## config.mk

```make
export PLATFORM = sky130hd
export DESIGN_NAME = uart_tx_feeder
export DESIGN_NICKNAME = d
export VERILOG_FILES = /design/src/rtl/uart_tx_feeder.sv
export SDC_FILE = /design/constraint.sdc
export NUM_CORES = 1
export LEC_CHECK = 0
export BUFFER_PORTS_ARGS = -buffer_cell sky130_fd_sc_hd__clkbuf_2
export CAP_MARGIN = 20
export CELL_PAD_IN_SITES_DETAIL_PLACEMENT = 2
export CELL_PAD_IN_SITES_GLOBAL_PLACEMENT = 2
export CORE_MARGIN = 2
export CORE_UTILIZATION = 30
export CTS_CLUSTER_SIZE = 14
export DETAILED_ROUTE_END_ITERATION = 10
export HOLD_SLACK_MARGIN = 0.06
export PLACE_DENSITY = 0.64
export SLEW_MARGIN = 20
export SYNTH_ARGS = -nofsm -noshare
export SYNTH_HDL_FRONTEND = slang
export SYNTH_SLANG_ARGS = --single-unit
```

## constraint.sdc

```tcl
create_clock -name clk -period 3.9 [get_ports clk]
set_input_delay 0.39 -clock clk [delete_from_list [all_inputs] [get_ports clk]]
set_output_delay 0.39 -clock clk [all_outputs]
set_load 0.02 [all_outputs]
```

## src/rtl/uart_tx_feeder.sv

```systemverilog
`timescale 1ns/1ps
`default_nettype none
// +--------------------------------------------------------------------------+
// | uart_tx_feeder: byte FIFO plus launch FSM feeding a UART transmitter.    |
// | Optional CTS launch gating is compiled in with UART_TX_CTS_EN.           |
// | Revision: 1.0                                                            |
// +--------------------------------------------------------------------------+
module uart_tx_feeder #(
  parameter int DEPTH        = 16,
  parameter int BUSY_TIMEOUT = 4
) (
  input  logic                   clk,
  input  logic                   rst,
  input  logic                   wr_en_i,
  input  logic [7:0]             wr_data_i,
  input  logic                   flush_i,
  output logic                   full_o,
  output logic                   empty_o,
  output logic [$clog2(DEPTH):0] count_o,
  output logic                   overflow_o,
  output logic                   launch_err_o,
  output logic                   idle_o,
  output logic                   uart_tx_en,
  output logic [7:0]             uart_tx_data,
`ifdef UART_TX_CTS_EN
  input  logic                   uart_cts_n,
`endif
  input  logic                   uart_tx_busy
);

  localparam int AW = $clog2(DEPTH);
  localparam int CW = AW + 1;
  localparam int TW = $clog2(BUSY_TIMEOUT + 1);
  localparam logic [TW-1:0] TO_LAST  = TW'(BUSY_TIMEOUT - 1);
  localparam logic [CW-1:0] FULL_CNT = CW'(DEPTH);

  localparam logic [1:0] S_IDLE      = 2'd0;
  localparam logic [1:0] S_LAUNCH    = 2'd1;
  localparam logic [1:0] S_WAIT_BUSY = 2'd2;
  localparam logic [1:0] S_WAIT_DONE = 2'd3;

  logic [7:0]    mem_q [DEPTH];
  logic [AW-1:0] wr_ptr_q, wr_ptr_d;
  logic [AW-1:0] rd_ptr_q, rd_ptr_d;
  logic [CW-1:0] count_q, count_d;
  logic          ovf_q, ovf_d;
  logic          err_q, err_d;
  logic          en_q, en_d;
  logic [7:0]    data_q, data_d;
  logic [1:0]    state_q, state_d;
  logic [TW-1:0] tcnt_q, tcnt_d;
  logic          w_full, w_empty, w_push, w_pop, w_cts_ok;

`ifdef UART_TX_CTS_EN
  // Two-flop synchronizer; resets to "not clear to send".
  logic [1:0] cts_sync_q;
  always_ff @(posedge clk) begin
    if (rst) cts_sync_q <= 2'b11;
    else     cts_sync_q <= {cts_sync_q[0], uart_cts_n};
  end
  assign w_cts_ok = ~cts_sync_q[1];
`else
  assign w_cts_ok = 1'b1;
`endif

  assign w_full  = (count_q == FULL_CNT);
  assign w_empty = (count_q == '0);
  assign w_push  = wr_en_i && !w_full && !flush_i;
  // A flush also suppresses a pop so no discarded byte can be launched.
  assign w_pop   = (state_q == S_IDLE) && !w_empty && !uart_tx_busy && w_cts_ok && !flush_i;

  always_comb begin
    wr_ptr_d = wr_ptr_q;
    rd_ptr_d = rd_ptr_q;
    count_d  = count_q;
    ovf_d    = ovf_q;
    if (flush_i) begin
      wr_ptr_d = '0;
      rd_ptr_d = '0;
      count_d  = '0;
      ovf_d    = 1'b0;
    end else begin
      if (w_push) wr_ptr_d = wr_ptr_q + AW'(1);
      if (w_pop)  rd_ptr_d = rd_ptr_q + AW'(1);
      if (w_push && !w_pop)      count_d = count_q + CW'(1);
      else if (!w_push && w_pop) count_d = count_q - CW'(1);
      if (wr_en_i && w_full) ovf_d = 1'b1;
    end
  end

  always_comb begin
    state_d = state_q;
    tcnt_d  = tcnt_q;
    err_d   = err_q;
    en_d    = w_pop;
    data_d  = w_pop ? mem_q[rd_ptr_q] : data_q;
    case (state_q)
      S_IDLE:      if (w_pop) state_d = S_LAUNCH;
      S_LAUNCH: begin
        state_d = S_WAIT_BUSY;
        tcnt_d  = '0;
      end
      S_WAIT_BUSY: begin
        if (uart_tx_busy) begin
          state_d = S_WAIT_DONE;
        end else if (tcnt_q == TO_LAST) begin
          err_d   = 1'b1;
          state_d = S_IDLE;
        end else begin
          tcnt_d = tcnt_q + TW'(1);
        end
      end
      S_WAIT_DONE: if (!uart_tx_busy) state_d = S_IDLE;
      default:     state_d = S_IDLE;
    endcase
  end

  always_ff @(posedge clk) begin
    if (w_push) mem_q[wr_ptr_q] <= wr_data_i;
  end

  always_ff @(posedge clk) begin
    if (rst) begin
      wr_ptr_q <= '0;
      rd_ptr_q <= '0;
      count_q  <= '0;
      ovf_q    <= 1'b0;
      err_q    <= 1'b0;
      en_q     <= 1'b0;
      data_q   <= 8'h00;
      state_q  <= S_IDLE;
      tcnt_q   <= '0;
    end else begin
      wr_ptr_q <= wr_ptr_d;
      rd_ptr_q <= rd_ptr_d;
      count_q  <= count_d;
      ovf_q    <= ovf_d;
      err_q    <= err_d;
      en_q     <= en_d;
      data_q   <= data_d;
      state_q  <= state_d;
      tcnt_q   <= tcnt_d;
    end
  end

  assign full_o       = w_full;
  assign empty_o      = w_empty;
  assign count_o      = count_q;
  assign overflow_o   = ovf_q;
  assign launch_err_o = err_q;
  assign idle_o       = w_empty && (state_q == S_IDLE) && !uart_tx_busy;
  assign uart_tx_en   = en_q;
  assign uart_tx_data = data_q;

endmodule
`default_nettype wire
```

# Word level (Yosys, flattened, before mapping)
# Memories as Yosys holds them, arrays and structs flattened. A register that Yosys moved wholly into a read port is not among the register bits.
# Index checks and enable logic that the tools add are counted.
[totals]
register_bits = 21
ramBits = 128
input_bits = 13
out_inout_bits = 19
word_cells = 61
memories = 1
[memory_table]
columns = ["name", "depth", "word_bits", "rd", "rd_clocked_by_memory_dff", "write_ports", "line", "rtl"]
rows = [
  ["mem_q", 16, 8, 1, 1, 1, "42", "logic [7:0] mem_q [DEPTH];"],
]
[classes]
add_sub_neg = 5
eq_ne = 10
mux = 12
bitwise = 1
reduce_logical = 24
[op_table]
columns = ["op", "count"]
rows = [
  ["1-bit logical AND", 10],
  ["5-bit 2-to-1 mux", 2],
  ["3-bit AND reduction", 3],
  ["4-bit by 1-bit adder with 4-bit output, second input constant", 2],
  ["2-bit 2-to-1 mux", 4],
  ["2-bit inequality test, second input constant", 4],
  ["2-bit one-hot mux with 4 select lines", 1],
  ["1-bit zero test", 6],
  ["3-bit 2-to-1 mux", 2],
  ["3-bit one-hot mux with 2 select lines", 1],
  ["5-bit by 1-bit adder with 5-bit output, second input constant", 1],
  ["5-bit == test, second input constant", 1],
  ["5-bit zero test", 1],
  ["5-bit by 1-bit subtractor with 5-bit output, second input constant", 1],
  ["2-bit == test, second input constant", 2],
  ["2-bit nonzero test", 2],
  ["3-bit by 1-bit adder with 3-bit output, second input constant", 1],
  ["3-bit by 2-bit == test with 1-bit output, second input constant", 1],
  ["3-bit inequality test, second input constant", 1],
  ["2-bit by 1-bit == test with 1-bit output, second input constant", 1],
  ["2-bit zero test", 1],
  ["1-bit 2-to-1 mux", 2],
  ["2-bit OR reduction", 1],
  ["1-bit NOT", 1],
]

# Longest topological paths before layout
[logic_depth]
word_depth = 8
mapped_depth = 13
mapped_depth_nobuf = 11

# Worst setup path after synthesis
# OpenSTA, ideal clock, no wires.
[synth_path]
kind = "input to register"
startpoint = "input uart_tx_busy"
endpoint = "register count_q[4] (netlist: count_o[4])"
setup_ns = 0.058
arrival_time_ns = 2.912
required_ns = 3.842
setup_slack_ns = 0.931
cell_stages = 13
path_buffers = 2
cell_sequence = "or3_4 > a211oi_2 > buf_4 > buf_6 > inv_1 > ha_1 > inv_1 > ha_1 > nor2b_1 > o21a_1 > or4_1 > a211oi_1 > a31o_2"
[synth_via]
elab_chain_len = 6
word_cells_on_any_way = 8
cone_classes = "mux: 1; reduce/logical: 7"
[synth_lines]
columns = ["element", "line", "rtl"]
rows = [
  ["start, declared", "28", "input logic uart_tx_busy"],
  ["1-bit zero test *", "70", "assign w_pop = (state_q == S_IDLE) && !w_empty && !uart_tx_busy && w_cts_ok && !flush_i;"],
  ["1-bit logical AND * (2 in a row)", "70", ""],
  ["1-bit zero test", "85", "if (w_push && !w_pop) count_d = count_q + CW'(1);"],
  ["1-bit logical AND", "85", ""],
  ["5-bit 2-to-1 mux or 2-bit nonzero test (tied branches)", "n/a", ""],
  ["end signal, assigned", "136", "count_q <= count_d;"],
  ["end, declared", "45", "logic [CW-1:0] count_q, count_d;"],
]
# Mark *: on every way between the ends. The rest lies on a longest branch, timed or not.
# A chain may end at the register's enable or synchronous reset.

# Worst setup path after layout
[layout_path]
startpoint = "register state_q[1]"
endpoint = "register count_q[4] (netlist: count_o[4])"
[layout_via]
elab_chain_len = 7
word_cells_on_any_way = 9
cone_classes = "mux: 1; reduce/logical: 8"
[layout_lines]
columns = ["element", "line", "rtl"]
rows = [
  ["start, declared", "50", "logic [1:0] state_q, state_d;"],
  ["start signal, assigned", "141", "state_q <= state_d;"],
  ["2-bit zero test *", "70", ""],
  ["1-bit logical AND * (3 in a row)", "70", ""],
  ["1-bit zero test", "85", ""],
  ["1-bit logical AND", "85", ""],
  ["5-bit 2-to-1 mux or 2-bit nonzero test (tied branches)", "n/a", ""],
]
# Marked as above.

==> results summary <==
The count of state elements after synthesis is around 160. The count of routing violations after the opening detailed-route iteration came out at 175. The die covers between 0.02 and 0.025 sq mm. After detailed placement, the design holds a cell count of 696. The instance count along the most critical hold path came out at 3. The final net count is 466.

Walking the worst path, the cells encountered are or3_4 > a211oi_2 > inv_1 > ha_1 > inv_1 > ha_1 > nor2b_1 > o21a_1 > or4_1 > a211oi_1 > a31o_2. The post-detailed-route count of antenna-violating nets is 0. Setup repair after global routing left no endpoint under its margin. The routed design could run at a clock period as short as just under 3 ns. The final hold violation count is 0. The initial antenna violation count is 0. The power spent charging and discharging nets is roughly 0.86 mW.

The top cell type's share of synthesized area is between 60% and 70%. TritonCTS built the clock tree. The routed wire length came out at roughly 16,000 microns. At the pin with the least slew margin, the transition time is roughly 0.84 ns. The final antenna diode count is 0. The switching fraction of total power is between 20 and 25%. The number of global-route vias before repair came out at just under 4,000. The number of buffers added for setup after CTS is 0. The root buffer selected by CTS is sky130_fd_sc_hd__clkbuf_16. From synthesis to final layout, the design area changed by 17.2%. The deepest clock path buffer count came out at 2.

The worst register-to-register path ends at count_o[4]. For this design the static power due to leakage is 2.35 nW. The post-synthesis async set-or-reset flop share is 0%. The region available for standard cell placement spans approximately 0.021 sq mm.

The clock skew is 0.0102 ns. At the end of the flow the core is filled with cells to about 35%. The floorplan step set the die width to between 100 and 150 microns. The dominant cell type by area after synthesis is sky130_fd_sc_hd__edfxtp_1. Across every metal layer, demand over resource in global routing totals roughly 15%. The global-route wire length before repair is approximately 24,000 microns.

The total negative slack for setup checks came out at 0 ns. The final weighted congestion in routability-driven placement came out at between 0.6 and 0.7. The synthesized net count came out at about 430. Cell internal power was estimated by the tool at around 3 mW.

The largest stage delay on the critical path came out at about 0.42 ns. The fraction of power consumed by combinational cells is about 5.6%. The count of pins over their slew limit is 0.

The mean cell area of the mapped netlist came out at about 16 sq um. After technology mapping, the gate count stands at between 400 and 500. The first-pass iteration count of the detailed router is 4. Data on the critical path is required at its endpoint by ~4.3 ns. The largest net degree at the start of global routing is 33.

The element type at the critical path end is a register. The share of the Yosys chip area taken by registers is 70.2%. The count of pins on the block boundary came out at 32. The startpoint identified for the worst hold timing path is wr_en_i. The combined area of all synthesized cells came out at 0.00630 sq mm. The via density per instance came out at between 4 and 5. The count of warnings emitted by yosys is 0. In the final layout, the share of cells above drive strength 1 is between 20% and 30%. The number of clock buffers added by TritonCTS is 17. The number of standard cells in the final layout excluding fillers is about 730. The post-cts hold buffer count came out at 0. For the worst flop-to-flop path, the logic depth is 11.

The highest achievable clock rate is between 0.3 and 0.4 GHz. The total overflow reported by the global router came out at 0. The post-route clock period utilization is 75.7%. In this run, synthesis inferred between 100 and 150 flip-flops with an integrated enable.

The number of gates resized after CTS was 0. The distinct cell type count after synthesis is 40. The count of endpoints failing setup in the final report came out at 0. The count of buffers added on input and output ports is 31. The sequential share of power is approximately 50%.

The detail-routed net length per standard cell is roughly 22 microns. The total number of placement rows came out at 53. The overall die height is about 150 microns. STA classifies the critical path startpoint as a register. For hold timing, the worst endpoint is overflow_o. The proportion of power drawn by the clock network is a little under half.

The estimated wirelength of the detail-placed design came out at ~10,000 microns. By count the netlist is led by sky130_fd_sc_hd__edfxtp_1 (128), sky130_fd_sc_hd__nor2_1 (45), sky130_fd_sc_hd__mux2i_1 (34). Yosys instantiated no cell more often than sky130_fd_sc_hd__edfxtp_1. In this run the power density over the cells is approximately 510 mW/mm^2. The slack of the worst reg-to-reg path is approximately 0.95 ns. The critical path is of the register to register type. The worst register-to-register path begins at state_q[1]. The flow ran to the end, and the final reports show no timing, DRC or antenna violations. After synthesis, the cell types taking the most area are sky130_fd_sc_hd__edfxtp_1 (61%), sky130_fd_sc_hd__dfxtp_1 (9.2%), sky130_fd_sc_hd__mux4_2 (5.7%). The worst hold path belongs to the class input port to register.

The clock transition at the register clock pins on the worst setup and hold paths after CTS came out at ~0.06 ns. For this design, the slowest cell found on the critical path is sky130_fd_sc_hd__or3_4. The DRC violations left is 0. The count of clock tree sinks came out at 157. For the worst-skew pair, the clock arrives at the later sink with an insertion delay of 0.43 ns.

The final route contains approximately 3,500 vias. At the worst endpoint, the arrival time is between 3 and 4 ns. The max-slew headroom at the worst pin came out at between 40% and 50%. In the synthesized netlist the dominant register cell turns out to be sky130_fd_sc_hd__edfxtp_1. The maximum fanout encountered on the critical timing path came out at 6. The largest vdd supply drop came out at roughly 0.27 mV.

The fill cell total of the finished layout is about 2,100. The initial core utilization came out at a little under a third. The max-cap violation count came out at 0. The H-tree depth is 4.
==> sequential cells by signal (all words and copies together), names as in the netlist <==
register and cells:
launch_err_o 1, tcnt_q 3, overflow_o 1, wr_ptr_q 4, uart_tx_en 1, uart_tx_data 8, mem_q 128, state_q 2
count_o 5, rd_ptr_q 4
==> power by group through the flow <==
stage               clock network (mW)  registers, mW  logic [mW]
floorplan                            0           1.89       0.118
global placement                     0           1.88       0.207
detailed placement                   0           1.88       0.216
CTS                               1.77           1.84       0.219
global route                      1.84           1.85       0.234
finish                            1.73           1.84       0.214
==> cell type report <==
| type | count | area, sq um | share of cell area, % |
|---|---|---|---|
| sequential | 157 | 4430 | 59.9 |
| multi-input combinational | 215 | 1730 | 23.5 |
| clock buffer | 18 | 429 | 5.81 |
| tap | 275 | 344 | 4.66 |
| timing repair buffer | 39 | 228 | 3.08 |
| clock inverter | 14 | 186 | 2.52 |
| inverter | 10 | 37.5 | 0.508 |
==> metal layers <==
metal	track usage [%]	vias up	wire length, microns
li1	-	1612	-
met1	18.9	1833	6940
met2	26.5	43	8320
met3	2.87	17	329
met4	5.62	0	263
met5	0	-	0
==> kinds of logic (layout without fill, tap and decap cells) <==
kind of cell / count (synthesis) / after routing / synth area share [%]
AOI/OAI and AO/OA: 51 / 51 / 5.64
xor gates and xnor gates: 9 / 9 / 1.25
adders and majority gates: 13 / 13 / 2.70
buffers and inverters: 31 / 81 / 2.28
DFF: 157 / 157 / 70.2
muxes: 50 / 50 / 11.1
and+or+nand+nor: 92 / 92 / 6.81
==> worst max-delay path by stage <==
stage | cells after the start | start | end | slack, ns
final | 11 | state_q[1] | count_o[4] | 0.95
after global routing | 10 | count_o[0] | count_o[4] | 0.76
after CTS | 11 | state_q[1] | count_o[4] | 0.93
after detailed placement | 12 | uart_tx_busy | count_o[4] | 0.86
after global placement | 12 | uart_tx_busy | count_o[4] | 0.92
after floorplan | 13 | uart_tx_busy | count_o[4] | 0.93
==> metrics by stage <==
stage / cell area (sq um) / hold slack, ns / total power, mW / setup slack (ns)
after floorplan: 6300 / 0.452 / 2.01 / 0.931
after global placement: 6770 / 0.457 / 2.09 / 0.916
after detailed placement: 6770 / 0.483 / 2.10 / 0.857
after CTS: 7380 / 0.230 / 3.84 / 0.933
after global routing: 7380 / 0.289 / 3.92 / 0.764
final: 7380 / 0.249 / 3.79 / 0.949
==> critical path, delay by kind of cell, from the launching register on <==
kind                     cells  cell delay (ns)
AO/OA/AOI/OAI                4             0.80
adder cells (fa/ha/maj)      2             0.53
buffers and inverters        2             0.25
flip-flops                   1             0.35
AND/OR/NAND/NOR              3             0.98
==> placed cells by master, fill, tap and decap left out, types with 12 or more instances in the layout <==
master and n:
sky130_fd_sc_hd__clkbuf_16 17, sky130_fd_sc_hd__edfxtp_1 128, sky130_fd_sc_hd__mux2i_1 34, sky130_fd_sc_hd__ha_1 12, sky130_fd_sc_hd__nand2_1 18, sky130_fd_sc_hd__nor2_1 45, sky130_fd_sc_hd__mux4_2 16, sky130_fd_sc_hd__dfxtp_1 28
sky130_fd_sc_hd__o22ai_1 16, sky130_fd_sc_hd__clkbuf_2 31
Note: power is estimated with default switching activity, not from simulation.
